<file path="config.mk">
export PLATFORM = sky130hd
export DESIGN_NAME = fp16_add
export DESIGN_NICKNAME = d
export VERILOG_FILES = /design/src/rtl/fp16_pkg.sv /design/src/rtl/fp16_lzc.sv /design/src/rtl/fp16_add.sv
export SDC_FILE = /design/constraint.sdc
export NUM_CORES = 1
export LEC_CHECK = 0
export CAP_MARGIN = 20
export CELL_PAD_IN_SITES_DETAIL_PLACEMENT = 1
export CELL_PAD_IN_SITES_GLOBAL_PLACEMENT = 1
export CORE_MARGIN = 3
export CORE_UTILIZATION = 41
export CTS_BUF_LIST = sky130_fd_sc_hd__clkbuf_8
export DETAILED_ROUTE_END_ITERATION = 8
export PLACE_DENSITY = 0.82
export SKIP_LAST_GASP = 1
export SLEW_MARGIN = 10
export SYNTH_ARGS = -nofsm -noshare
export SYNTH_HDL_FRONTEND = slang
export SYNTH_SLANG_ARGS = --single-unit
</file>
<file path="constraint.sdc">
create_clock -name clk -period 13.51 [get_ports clk]
set_input_delay 2.0265 -clock clk [delete_from_list [all_inputs] [get_ports clk]]
set_output_delay 2.0265 -clock clk [all_outputs]
set_load 0.005 [all_outputs]
</file>
<file path="src/rtl/fp16_pkg.sv">
// Shared binary16 format constants and the packed field view used by the FP16 MAC datapath.
package fp16_pkg;

    localparam int EXP_W   = 5;
    localparam int MAN_W   = 10;
    localparam int BIAS    = 15;
    localparam int EXP_MAX = 2 * BIAS + 1;

    localparam logic [15:0] QNAN    = 16'h7E00;
    localparam logic [15:0] POS_INF = 16'h7C00;

    typedef struct packed {
        logic             sign;
        logic [EXP_W-1:0] exp;
        logic [MAN_W-1:0] man;
    } fp16_t;

endpackage

</file>
<file path="src/rtl/fp16_lzc.sv">
// 14-bit leading-zero counter used to renormalize the significand after subtraction.
module fp16_lzc (
    input  logic [13:0] value,
    output logic [3:0]  count
);

    // Ascending scan: the last hit is the most significant set bit.
    always_comb begin
        count = 4'd14;
        for (int i = 0; i < 14; i++) begin
            if (value[i]) begin
                count = 4'(13 - i);
            end
        end
    end

endmodule

</file>
<file path="src/rtl/fp16_add.sv">
// Binary16 adder, round-to-nearest-even, combinational datapath into a single result register.
module fp16_add
    import fp16_pkg::*;
(
    input  logic        clk,
    input  logic        rst_n,
    input  logic [15:0] A,
    input  logic [15:0] B,
    output logic [15:0] Sum_Out
);

    fp16_t       a;
    fp16_t       b;
    fp16_t       x;
    fp16_t       y;
    logic        a_nan;
    logic        b_nan;
    logic        a_inf;
    logic        b_inf;
    logic        swap;
    logic        same_sign;
    logic [4:0]  ex;
    logic [4:0]  ey;
    logic [4:0]  shift_d;
    logic [10:0] sig_x;
    logic [10:0] sig_y;
    logic [13:0] x_al;
    logic [13:0] y_al;
    logic [13:0] aligned;
    logic [27:0] wide;
    logic        sticky;
    logic [14:0] raw;
    logic [3:0]  lz;
    logic [4:0]  ex_m1;
    logic [4:0]  lsh;
    logic [13:0] m;
    logic [5:0]  exp_n;
    logic [5:0]  exp_field;
    logic        round_up;
    logic [15:0] rounded;
    logic [15:0] result;

    assign a = A;
    assign b = B;

    assign a_nan = (a.exp == EXP_W'(EXP_MAX)) && (a.man != '0);
    assign b_nan = (b.exp == EXP_W'(EXP_MAX)) && (b.man != '0);
    assign a_inf = (a.exp == EXP_W'(EXP_MAX)) && (a.man == '0);
    assign b_inf = (b.exp == EXP_W'(EXP_MAX)) && (b.man == '0);

    // X always carries the larger magnitude, so subtraction never goes negative.
    assign swap      = {b.exp, b.man} > {a.exp, a.man};
    assign x         = swap ? b : a;
    assign y         = swap ? a : b;
    assign same_sign = (x.sign == y.sign);

    assign ex      = (x.exp == '0) ? 5'd1 : x.exp;
    assign ey      = (y.exp == '0) ? 5'd1 : y.exp;
    assign sig_x   = {x.exp != '0, x.man};
    assign sig_y   = {y.exp != '0, y.man};
    assign shift_d = ex - ey;
    assign x_al    = {sig_x, 3'b000};

    // Bits pushed below the round position collapse into the sticky LSB.
    always_comb begin
        aligned = '0;
        wide    = '0;
        sticky  = 1'b0;
        if (shift_d >= 5'd14) begin
            sticky = |sig_y;
        end else begin
            wide    = {sig_y, 3'b000, 14'b0} >> shift_d;
            aligned = wide[27:14];
            sticky  = |wide[13:0];
        end
        y_al = {aligned[13:1], aligned[0] | sticky};
    end

    assign raw = same_sign ? ({1'b0, x_al} + {1'b0, y_al})
                           : ({1'b0, x_al} - {1'b0, y_al});

    fp16_lzc u_lzc (
        .value (raw[13:0]),
        .count (lz)
    );

    // Left shift is capped so the exponent never drops below 1; what remains is subnormal.
    assign ex_m1 = ex - 5'd1;
    assign lsh   = ({1'b0, lz} > ex_m1) ? ex_m1 : {1'b0, lz};

    always_comb begin
        m     = '0;
        exp_n = '0;
        if (raw[14]) begin
            m     = {raw[14:2], |raw[1:0]};
            exp_n = {1'b0, ex} + 6'd1;
        end else begin
            m     = raw[13:0] << lsh;
            exp_n = {1'b0, ex} - {1'b0, lsh};
        end
    end

    // A mantissa carry from rounding ripples straight into the exponent field.
    assign exp_field = m[13] ? exp_n : 6'd0;
    assign round_up  = m[2] & (m[1] | m[0] | m[3]);
    assign rounded   = {exp_field, m[12:3]} + {15'b0, round_up};

    always_comb begin
        result = {x.sign, rounded[14:0]};
        if (a_nan || b_nan || (a_inf && b_inf && (a.sign != b.sign))) begin
            result = QNAN;
        end else if (a_inf) begin
            result = A;
        end else if (b_inf) begin
            result = B;
        end else if (rounded[15:10] >= 6'(EXP_MAX)) begin
            result = {x.sign, POS_INF[14:0]};
        end else if (m == '0) begin
            result = {x.sign & y.sign, 15'b0};
        end
    end

    always_ff @(posedge clk) begin
        if (!rst_n) begin
            Sum_Out <= '0;
        end else begin
            Sum_Out <= result;
        end
    end

endmodule

</file>
==> flow_summary.ini <==
[logic_synthesis]
async_flop_share_pct = 0
synth_edf_count = 0
synth-simple-area-share_pct = 28.6
synth_nets = 989
syn_area_per_cell_um2 = 7.03
syn_inst = 900
synthFlopType = dfxtp_1
yosysSeqAreaShare_pct = 5.06
yosys_warnings = 0
yosys.area_share.adder_pct = 11.0
ys_ff_latch = 16
synth_compound_area_share_pct = 36.4
synthXorXnorAreaFrac_pct = 3.60
synth.distinct_cells = 101
synth.area.mux_share_pct = 8.81
syn_area_um2 = 6330
synth_top_family_by_area = compound AO/OA/AOI/OAI gates

[status]
status = finished with violations
violations = setup timing

[placement]
hpwl_um = 21000
placed_cell_area_um2 = 7500
io_buffers = 49
gp_congestion = 0.973
pre_cts_slack_ns = -0.520

[route]
viasPerCell = 7.48
drtIter0Drc = 1175
wl_um = 34200
ant_nets = 0
drc = 0
num_vias = 9058
wl_per_cell_um = 28.2
first_pass_iters = 6

[die]
core_area_um2 = 14800
io_pins = 50
dieWidth_um = 130
rows = 44
die_area_um2 = 17000
initial_core_util_pct = 42.8
die_h_um = 130

[global_routing]
grt_max_degree = 33
grt_use_total_pct = 30.3
antenna_found_initial = 0
overflow = 0
grt_pass1_wl_um = 41700
grt_pass1_vias = 7969

[clock_network]
ctsHoldBuffers = 0
clock_path_buffers = 2
cts_sinks = 16
cts_tree = yes
h-tree-depth = 1
cts.reportedPaths.clkPinSlew_ns = 0.08
cts_made_buffers = 3
root_buffer = clkbuf_8

[worst_setup_path]
critical_path_buf_inv_count = 10
slowest_delay_ns = 0.54
end_kind = flip-flop
cpLargestDelayFamily = simple AND/OR/NAND/NOR gates
required_ns = 13.63
cpMaxStageDelayCell = clkdlybuf4s50_1
crit_type = in2reg
worstPathMaxFanout = 8
arrival_ns = 14.42
start_kind = input port

[min_path]
holdCritPathClass = in2reg

[timing]
final.setup.tns_ns = -11.18
whs_ns = 2.44
tightest_slew_ns = 0.961
hold_viol_final = 0
setup_viol = 16
finalCritPeriodShare_pct = 106
fin_crit_ns = 14.30
slew_headroom_pct = 35.9
max_freq_ghz = 0.0699
slew_viol_final = 0
setup_ws_ns = -0.795

[power]
total_power_mw = 2.59
ir_drop_mv = 0.140
power.density_nw_per_um2 = 312
leakagePower_nw = 3.52

[final_layout]
layout_common_cells = buf_4, nand2_1, nor2_1
final_common_cell = buf_4
final_area_um2 = 8310
nNetsFinal = 1118
n_antenna_cell = 0
regMostFlops = Sum_Out
drive_gt1_share_pct = 24.1
area_delta_synth_final_pct = 31.3
largest_registers = Sum_Out x16
largest_register_ffs = 16

[flow_run]
cap_violations = 0
[worst min-delay path: cells and delay by family]
kind                   cells  cell delay [ns]
AOI/OAI and AO/OA          1             0.07
buffers and inverters      1             0.47
and+or+nand+nor            1             0.10
[what timing repair did]
action | 4_1_cts | 5_1_grt
setup endpoints to repair | 16 | 16
gates resized for setup | 5 | 94
cloned | 0 | 1
buffers inserted | 5 | 29
pin swaps | 3 | 36
endpoints found under the hold margin | 0 | 0
[final timing paths]
check | startpoint | to | slack, ns | cells after the start
worst min-delay path | A[15] | Sum_Out[15] | 2.44 | 3
worst max-delay path | A[4] | Sum_Out[2] | -0.79 | 63
[area by class of cell]
type                            instances  area, µm²
Timing Repair Buffer                  169       1460
Inverter                               56        211
Tap cell                              184        230
Clock buffer                            3       41.3
Sequential cell                        16        320
Fill cell                            1798       6490
Multi-Input combinational cell        783       6050
[per-stage QoR]
stage	util, %	instances
2_1_floorplan	-	900
3_5_place_dp	50.7	1173
3_3_place_gp	50.7	1173
6_report	56.1	1211
4_1_cts	51.4	1181
5_1_grt	56.1	1211
[cell usage after synthesis, types with 13 or more instances]
cell type,instances,area [µm²]
nand2_1,97,364
nor2_1,66,248
a21oi_1,56,280
ha_1,54,676
inv_1,52,195
o21ai_0,44,220
nor3_1,35,175
clkbuf_1,28,105
nand3_1,28,140
mux2i_1,24,240
o211ai_1,24,180
xnor2_1,20,175
dfxtp_1,16,320
a211oi_1,15,113
a31oi_1,15,93.8
and3_1,15,93.8
nand4_1,14,87.6
a21o_1,13,97.6
nand2b_1,13,81.3
or3_1,13,81.3
[cells by family after synthesis]
family,after synthesis
buffers and inverters,101
AOI/OAI and AO/OA,308
xor gates and xnor gates,26
adders and majority gates,55
muxes,43
and+or+nand+nor,351
DFF,16
[metal layers]
| metal | up-vias | part of all wire [%] | global-route usage (%) |
|---|---|---|---|
| li1 | 3728 | - | - |
| met1 | 4353 | 36 | 40.7 |
| met2 | 730 | 47 | 51.4 |
| met3 | 247 | 10 | 3.15 |
| met4 | 0 | 7.1 | 8.44 |
| met5 | - | 0 | 0 |
[where the power goes]
group	internal (mW)	switching [mW]	total (mW)	leakage [nW]
Clock	0.0199	0.0188	0.0386	0.0216
Combinational	0.976	1.51	2.48	3.37
Sequential	0.0671	0.00560	0.0727	0.133
Total	1.06	1.53	2.59	3.52
Note: power is estimated with default switching activity, not from simulation.
